**src/rtl/bcd_pkg.sv**
```systemverilog
// Shared definitions for the BCD display path: segment glyphs and
// the decimal digit count helper used to size BCD words.
package bcd_pkg;

    // Active-high segment patterns, bit 0 = segment a ... bit 6 = segment g.
    localparam logic [6:0] SEG_DIGIT [0:9] = '{
        7'h3F, 7'h06, 7'h5B, 7'h4F, 7'h66,
        7'h6D, 7'h7D, 7'h07, 7'h7F, 7'h6F
    };
    localparam logic [6:0] SEG_E    = 7'h79;
    localparam logic [6:0] SEG_DASH = 7'h40;
    localparam logic [6:0] SEG_OFF  = 7'h00;

    // Decimal digits needed to hold any unsigned value of 'width' bits:
    // floor(width * log10(2)) + 1, with log10(2) scaled by 1e5.
    function automatic int bcd_digits(input int width);
        if (width <= 0)
            return 1;
        return (width * 30103) / 100000 + 1;
    endfunction

endpackage

```
**src/rtl/bcd_to_seg7.sv**
```systemverilog
// Combinational nibble-to-glyph decoder. Dash overrides everything,
// nibbles above 9 render as 'E'.
module bcd_to_seg7
    import bcd_pkg::*;
(
    input  logic [3:0] nibble,
    input  logic       force_dash,
    output logic [6:0] pattern
);

    // Glyph selection in priority order: dash, decimal glyph, error.
    always_comb begin
        pattern = SEG_E;
        if (force_dash)
            pattern = SEG_DASH;
        else if (nibble <= 4'd9)
            pattern = SEG_DIGIT[nibble];
    end

endmodule

```
**src/rtl/bcd_display_scan.sv**
```systemverilog
// Multiplexed 7-segment scanner for a captured BCD word. One digit is
// driven per slot of PRESCALE cycles; the first BLANK cycles of each
// slot keep all digit enables off so the previous glyph cannot ghost
// onto the newly selected digit.
module bcd_display_scan
    import bcd_pkg::*;
#(
    parameter int DECLEN   = 9,
    parameter int PRESCALE = 1000,
    parameter int BLANK    = 2
) (
    input  logic                  clk,
    input  logic                  rst,
    input  logic [DECLEN*4-1:0]   BCD,
    input  logic                  ovf,
    input  logic                  load,
    output logic [6:0]            SEG,
    output logic [DECLEN-1:0]     DIGIT,
    output logic                  active
);

    // Guard against zero-width counters for degenerate parameter values.
    localparam int PW = (PRESCALE > 1) ? $clog2(PRESCALE) : 1;
    localparam int IW = (DECLEN > 1) ? $clog2(DECLEN) : 1;

    localparam logic [PW-1:0] PRESC_MAX = PW'(PRESCALE - 1);
    localparam logic [IW-1:0] IDX_MAX   = IW'(DECLEN - 1);
    localparam logic [PW-1:0] BLANK_END = PW'(BLANK);

    logic [DECLEN*4-1:0] word_reg;
    logic                ovf_reg;
    logic                active_reg;
    logic [PW-1:0]       presc_reg, presc_next;
    logic [IW-1:0]       idx_reg, idx_next;
    logic [6:0]          seg_reg, seg_next;
    logic [DECLEN-1:0]   digit_reg, digit_next;

    logic [3:0]          nib [DECLEN];
    logic [DECLEN-1:0]   zero_from;
    logic [DECLEN-1:0]   onehot;
    logic [3:0]          cur_nib;
    logic [6:0]          glyph;
    logic                lz_blank;
    logic                in_blank;

    // Per-digit views of the captured word: the nibble itself, whether
    // this digit and everything above it is zero, and the one-hot enable.
    // Invalid nibbles are non-zero, so they never count as leading zeros.
    genvar gi;
    generate
        for (gi = 0; gi < DECLEN; gi++) begin : g_digit
            assign nib[gi]       = word_reg[gi*4 +: 4];
            assign zero_from[gi] = (word_reg[DECLEN*4-1 : gi*4] == '0);
            assign onehot[gi]    = (idx_reg == IW'(gi));
        end
    endgenerate

    assign cur_nib  = nib[idx_reg];
    assign lz_blank = (idx_reg != '0) && zero_from[idx_reg];
    assign in_blank = (presc_reg < BLANK_END);

    bcd_to_seg7 u_seg7 (
        .nibble     (cur_nib),
        .force_dash (ovf_reg),
        .pattern    (glyph)
    );

    // Slot timing: prescaler wraps at PRESCALE-1 and steps the digit index.
    always_comb begin
        presc_next = presc_reg;
        idx_next   = idx_reg;
        if (active_reg) begin
            if (presc_reg == PRESC_MAX) begin
                presc_next = '0;
                idx_next   = (idx_reg == IDX_MAX) ? '0 : idx_reg + 1'b1;
            end else begin
                presc_next = presc_reg + 1'b1;
            end
        end
    end

    // Next output pattern for the current slot; overflow dashes win over
    // leading-zero blanking so every position shows the dash.
    always_comb begin
        seg_next   = SEG_OFF;
        digit_next = '0;
        if (active_reg && !(lz_blank && !ovf_reg)) begin
            seg_next   = glyph;
            digit_next = in_blank ? '0 : onehot;
        end
    end

    // Capture, counters and registered outputs.
    always_ff @(posedge clk or posedge rst) begin
        if (rst) begin
            word_reg   <= '0;
            ovf_reg    <= 1'b0;
            active_reg <= 1'b0;
            presc_reg  <= '0;
            idx_reg    <= '0;
            seg_reg    <= SEG_OFF;
            digit_reg  <= '0;
        end else begin
            if (load) begin
                word_reg   <= BCD;
                ovf_reg    <= ovf;
                active_reg <= 1'b1;
            end
            presc_reg <= presc_next;
            idx_reg   <= idx_next;
            seg_reg   <= seg_next;
            digit_reg <= digit_next;
        end
    end

    assign SEG    = seg_reg;
    assign DIGIT  = digit_reg;
    assign active = active_reg;

endmodule

```
**config.mk**
```make
export PLATFORM = sky130hd
export DESIGN_NAME = bcd_display_scan
export DESIGN_NICKNAME = d
export VERILOG_FILES = /design/src/rtl/bcd_pkg.sv /design/src/rtl/bcd_to_seg7.sv /design/src/rtl/bcd_display_scan.sv
export SDC_FILE = /design/constraint.sdc
export NUM_CORES = 1
export LEC_CHECK = 0
export ABC_AREA = 0
export CORE_MARGIN = 3
export CORE_UTILIZATION = 40
export DETAILED_ROUTE_END_ITERATION = 7
export SLEW_MARGIN = 40
export SYNTH_ARGS = -nofsm -noshare
export SYNTH_HDL_FRONTEND = slang
export SYNTH_HIERARCHICAL = 1
export SYNTH_SLANG_ARGS = --single-unit
```
**constraint.sdc**
```tcl
create_clock -name clk -period 5.6 [get_ports clk]
set_clock_uncertainty 0.1 [all_clocks]
set_input_delay 1.12 -clock clk [delete_from_list [all_inputs] [get_ports clk]]
set_output_delay 1.12 -clock clk [all_outputs]
set_load 0.03 [all_outputs]
```
## After elaboration in Yosys (flattened, before gate mapping)

Memory sizes are Yosys's and may differ from the RTL's.
Cells that the tools add are included.
W data, S select, Z words.

| word-level totals | value |
|---|---|
| bits in read-only memories | 112 |
| bits in registers | 68 |
| word-level logic and storage cells | 57 |
| memories | 1 |
| bits of input ports | 40 |

| cells by class | value |
|---|---|
| reductions and logical operators | 17 |
| add/subtract/negate cells | 2 |
| bitwise logic cells | 2 |
| order comparisons | 5 |
| equal/unequal tests | 9 |
| multiplexer cells | 14 |

Memories:

| memory | words | bits a word | read ports | clocked after Yosys merged registers in | write ports | line | source |
|---|---|---|---|---|---|---|---|
| (no name shown) | 16 | 7 | 1 | 0 | 0 | bcd_to_seg7.sv:17 | `pattern = SEG_DIGIT[nibble];` |

Operators by type and width:

| cell | count |
|---|---|
| $logic_not A36 Y1 | 1 |
| $mux W7 | 5 |
| $logic_not A32 Y1 | 1 |
| $logic_not A28 Y1 | 1 |
| $logic_not A24 Y1 | 1 |
| $logic_not A20 Y1 | 1 |
| $mux W9 | 2 |
| $bmux W4 S4 | 1 |
| $eq A4 B3 Y1 const B | 4 |
| $logic_not A16 Y1 | 1 |
| $logic_not A12 Y1 | 1 |
| $mux W4 | 3 |
| $add A10 B1 Y10 const B | 1 |
| $eq A10 B10 Y1 const B | 1 |
| $ge A5 B5 Y1 const B | 2 |
| $lt A10 B2 Y1 const B | 1 |
| $mux W10 | 1 |
| $not A4 Y5 | 2 |
| $eq A4 B2 Y1 const B | 2 |
| $logic_not A4 Y1 | 2 |
| $logic_not A8 Y1 | 1 |
| $lt A4 B5 Y1 const B | 1 |
| $add A4 B1 Y4 const B | 1 |
| $bmux W1 S4 | 1 |
| other kinds (8) | 11 |

## Logic depth before layout (Yosys ltp)

| depth | value |
|---|---|
| depth after elaboration | 11 |
| gate-level depth with buffers | 12 |

## Hierarchy

Netlist, hierarchy kept.

By module, submodules not included:

| module | instances | sequential area each (um^2) | area an instance (um^2) | cells each |
|---|---|---|---|---|
| bcd_display_scan | 1 | 1701.6 | 3308.2 | 275 |
| bcd_to_seg7 | 1 | 0.0 | 236.5 | 33 |

## Least setup slack after synthesis

OpenSTA, ideal clock, no wires.

| path | value |
|---|---|
| kind | input port to flip-flop |
| start | input load |
| end | register word_reg[18] |
| path buffers | 2 |
| cell stages on the path | 3 |
| arrival | 2.130 ns |
| slack | 3.245 ns |
| cell sequence | clkbuf_1 buf_1 mux2_2 |

RTL lines:

| what | line | source |
|---|---|---|
| from (decl) | bcd_display_scan.sv:16 | `input logic load,` |
| to (signal assigned) | bcd_display_scan.sv:96 | `word_reg <= '0;` |
| to (signal assigned) | bcd_display_scan.sv:105 | `word_reg <= BCD;` |
| to (decl) | bcd_display_scan.sv:30 | `logic [DECLEN*4-1:0] word_reg;` |

No word-level cell between the ends.

## Worst setup path after layout

| path | value |
|---|---|
| start | register idx_reg[2] |
| end | register seg_reg[3], in the netlist SEG[3] |

| on the way | value |
|---|---|
| word-level cells in the longest chain between the ends | 11 |
| elaborated cells on any way between the ends | 19 |
| classes of those cells | order compare: 1; mux: 10; bitwise: 2; reduce/logical: 5; memory: 1 |

RTL lines:

| what | line | source |
|---|---|---|
| from (decl) | bcd_display_scan.sv:34 | `logic [IW-1:0] idx_reg, idx_next;` |
| from (signal assigned) | bcd_display_scan.sv:110 | `idx_reg <= idx_next;` |
| $not A4 Y5 (implied by the code) * | bcd_display_scan.sv:58 | `assign cur_nib = nib[idx_reg];` |
| $bmux W4 S4 * | bcd_display_scan.sv:58 |  |
| $mux W4 (implied by the code) * (2 in a row) | bcd_display_scan.sv:58 |  |
| via cur_nib[1] | bcd_display_scan.sv:41 | `logic [3:0] cur_nib;` |
| $not A4 Y5 (implied by the code) | bcd_to_seg7.sv:17 |  |
| $mem_v2 Z16 W7 | - |  |
| $mux W7 (implied by the code) (2 in a row) | bcd_to_seg7.sv:17 |  |
| $mux W7 * | bcd_to_seg7.sv:16 | `else if (nibble <= 4'd9)` |
| $mux W7 * | bcd_to_seg7.sv:14 | `if (force_dash)` |
| via glyph[3] | bcd_display_scan.sv:42 | `logic [6:0] glyph;` |
| $mux W7 * | bcd_display_scan.sv:87 | `if (active_reg && !(lz_blank && !ovf_reg)) begin` |
| via seg_next[3] | bcd_display_scan.sv:35 | `logic [6:0] seg_reg, seg_next;` |
| to (signal assigned) | bcd_display_scan.sv:111 | `seg_reg <= seg_next;` |
| to (decl) | bcd_display_scan.sv:35 |  |

The timed path passes the listed nets; every way through them passes the cells marked *. The select of a mux whose other input is x is not followed.
A chain may end at the register's enable or synchronous reset.

==> impl_results.md <==
- Status: finished, final reports clean
- Crit path max-delay family: compound AO/OA/AOI/OAI gates
- HP Class: reg -> reg
- Sw frac: 0.286
- Dominant synthesized flop cell: dfrtp_1
- ANT cells: 0
- Seq/Total Area, Yosys: 0.480
- Vias/cell: slightly above 5
- Syn_area_per_cell: 11.5 um2
- Port-buffer cells: 56
- Vias in the first global route: around 2400
- Synth warn: 6
- Reg power frac: 0.521
- Post-synth net total: 360
- Global-route wire length before repair: 11.9 mm
- DRC viols: 0
- CP bufs+invs: 1
- Worst Tran Pin Value: about 700 ps
- Antenna Nets Post-Route: 0
- DR vias: 2412
- Die Ht: between 100 and 150 um
- Power, Total: 1.19 mW
- GRT Overall Usage: 0.151
- Reg2reg setup slack: 2230 ps
- Post-synthesis cell area: ~3500 um2
- CP required: 5700 ps
- Area growth, synth to finish: 22.1%
- Wire per inst: ~15 um
- Final setup violation count: 0
- Worst hold start: presc_reg[2]$_DFFE_PP0P_
- Rows: 33
- Clk buf depth: 2
- Startpoint Class: flop
- Max Slew Vio Count: 0
- Slew margin rel.: 0.531
- Unrepaired setup endpoints after global routing: no
- Mapped Cells: between 300 and 400
- Final hold vios: 0
- Post-DP Area: 4150 um2
- CTS tree: yes
- Routed WL: approximately 7.0 mm
- I/O pin count: 57
- NumNets Final: 411
- Final instance area: 4330 um2
- Pwr Density: roughly 280 nW/um2
- Synth Register Bits: 68
- Resize count post-CTS: 0
- Leak pwr: approximately 1.7 nW
- CTS Sinks: between 60 and 70
- Max FFs per register: 36
- CP most frequent cell: o21ai_0
- Postcts setup bufs: 0
- DR pass1 iterations: 4
- Switch Pwr: ~0.34 mW
- CP Capture Type: flop
- Total gr overflow: 0
- Initial antenna violation count: 0
- Crit Path Class: reg -> reg
- Die area: 10000 um2
- Period Utilization, post-route: 0.602
- Crit-path cells: nor2b_1 -> nand2_1 -> o21ai_0 -> o21ai_0 -> o21ai_0 -> inv_1 -> ha_1 -> o21ai_1 -> a21oi_1 -> nor2b_1
- Clk pin slew, worst setup/hold paths: about 70 ps
- Final GP Congestion: ~0.81
- Clock latency on the worst-skew pair: around 330 ps
- Post-cts hold buffer count: 0
- Combinational power share: 0.184
- Root Driver: clkbuf_8
- R2R Path Start: idx_reg[2]$_DFFE_PP0P_
- Internal: around 0.85 mW
- Initial DRC count: 73
- Min Tclk post-route: 3370 ps
- Die Width: between 100 and 150 um
- Fmax: between 200 and 300 MHz
- Largest net degree at the start of global routing: 40
- Max-cap viol count: 0
- Async set-reset flop share out of synthesis: 1.00
- EDFF count, synth: 0
- Crit. Startpoint: idx_reg[2]$_DFFE_PP0P_
- H-Tree Depth: 3
- Maximum fanout along the worst path: 21
- Inserted Clock Buffers: 9
- CP arrival: 3470 ps
- Placed wire-length estimate: between 5 and 6 mm
- Starting Density: 0.421
- Share of cells above drive strength 1: 0.212
- Count of different cell masters after synthesis: 46
- Clk pwr share: 0.295
- Setup TNS: 0 ps
- Slowest-stage cell, CP: dfrtp_1
- Worst path max stage delay: 790 ps
- Core area: around 8400 um2
- Peak VDD IR: between 100 and 150 uV
## layout by cell type, fill, tap and decap left out, types with 11 or more instances in the layout
master,n
mux2_2,37
clkbuf_8,11
o21ai_0,22
ha_1,12
nand3_1,11
nor2_1,17
dfrtp_1,68
clkdlybuf4s50_1,56
nand2_1,20
## metal layers
layer	global-route usage	wire length (um)	vias up
met2	0.239	3360	54
met4	0.0435	66	0
met3	0.0417	356	6
met5	0	0	-
li1	-	-	1187
met1	0.203	3270	1165
## cells in the mapped netlist (2+ instances only)
master	count	share of area
ha_1	12	0.042
nor2_1	17	0.018
nand3_1	11	0.016
mux4_2	4	0.025
o21ai_0	23	0.032
nor4_2	3	0.011
dfrtp_1	68	0.48
mux2i_1	9	0.025
xnor2_1	4	0.0099
and3_1	2	0.0035
nand3b_1	5	0.011
nor4_4	2	0.012
a21oi_1	9	0.013
buf_1	2	0.0021
nor4_1	7	0.012
nand4_1	4	0.0071
nand2_1	20	0.021
nor2_4	9	0.029
xor2_1	4	0.0099
mux2_2	37	0.12
nor3_1	5	0.0071
inv_1	8	0.0085
buf_2	5	0.0071
clkbuf_1	9	0.0095
nor2b_1	8	0.014
## power by group through the flow
stage	registers, mW	logic, mW	clock network (mW)
floorplan	0.614	0.154	0
global placement	0.627	0.218	0
detailed placement	0.629	0.222	0
CTS	0.620	0.223	0.363
global route	0.632	0.243	0.384
finish	0.622	0.219	0.351
## worst reg2reg max path: cells and delay by family, from the launching register on
| kind | cells | cell delay (ps) |
|---|---|---|
| DFF | 1 | 790 |
| and+or+nand+nor | 3 | 850 |
| AOI/OAI and AO/OA | 5 | 960 |
| buffers and inverters | 1 | 210 |
| adders and majority gates | 1 | 350 |
## logic make-up (layout without fill, tap and decap cells)
kind of cell	count (synthesis)	in the layout	share of synthesized area
muxes	50	50	0.168
adders and majority gates	12	12	0.0424
xor gates and xnor gates	8	8	0.0198
buffers and inverters	26	81	0.0360
AOI/OAI and AO/OA	42	42	0.0724
and+or+nand+nor	102	102	0.181
DFF	68	68	0.480
## path summary, 6_finish.rpt
kind / end / depth (start not counted)
hold / removal: presc_reg[2]$_DFFE_PP0P_ / 1
max in group asynchronous: word_reg[10]$_DFFE_PP0P_ / 3
min in group asynchronous: SEG[5]$_DFF_PP0_ / 2
setup reg to reg: SEG[3]$_DFF_PP0_ / 10
setup / recovery: SEG[3]$_DFF_PP0_ / 10
hold reg to reg: presc_reg[2]$_DFFE_PP0P_ / 1
## cell type report
class	instances	area [um2]
fill	786	4090
multi-input combinational	214	1720
sequential	68	1700
timing repair buffer	58	576
clock buffer	13	159
tap	105	131
inverter	8	30.0
clock inverter	2	10.0
## per-stage QoR
step | hold slack (ps) | worst slack (ps) | cells | utilization
2_1_floorplan | 379 | 2670 | 308 | -
3_3_place_gp | 400 | 2370 | 453 | 0.493
3_5_place_dp | 409 | 2250 | 453 | 0.493
4_1_cts | 421 | 2250 | 468 | 0.513
5_1_grt | 460 | 1920 | 468 | 0.514
6_report | 418 | 2230 | 468 | 0.514
(Power assumes the default switching activity.)
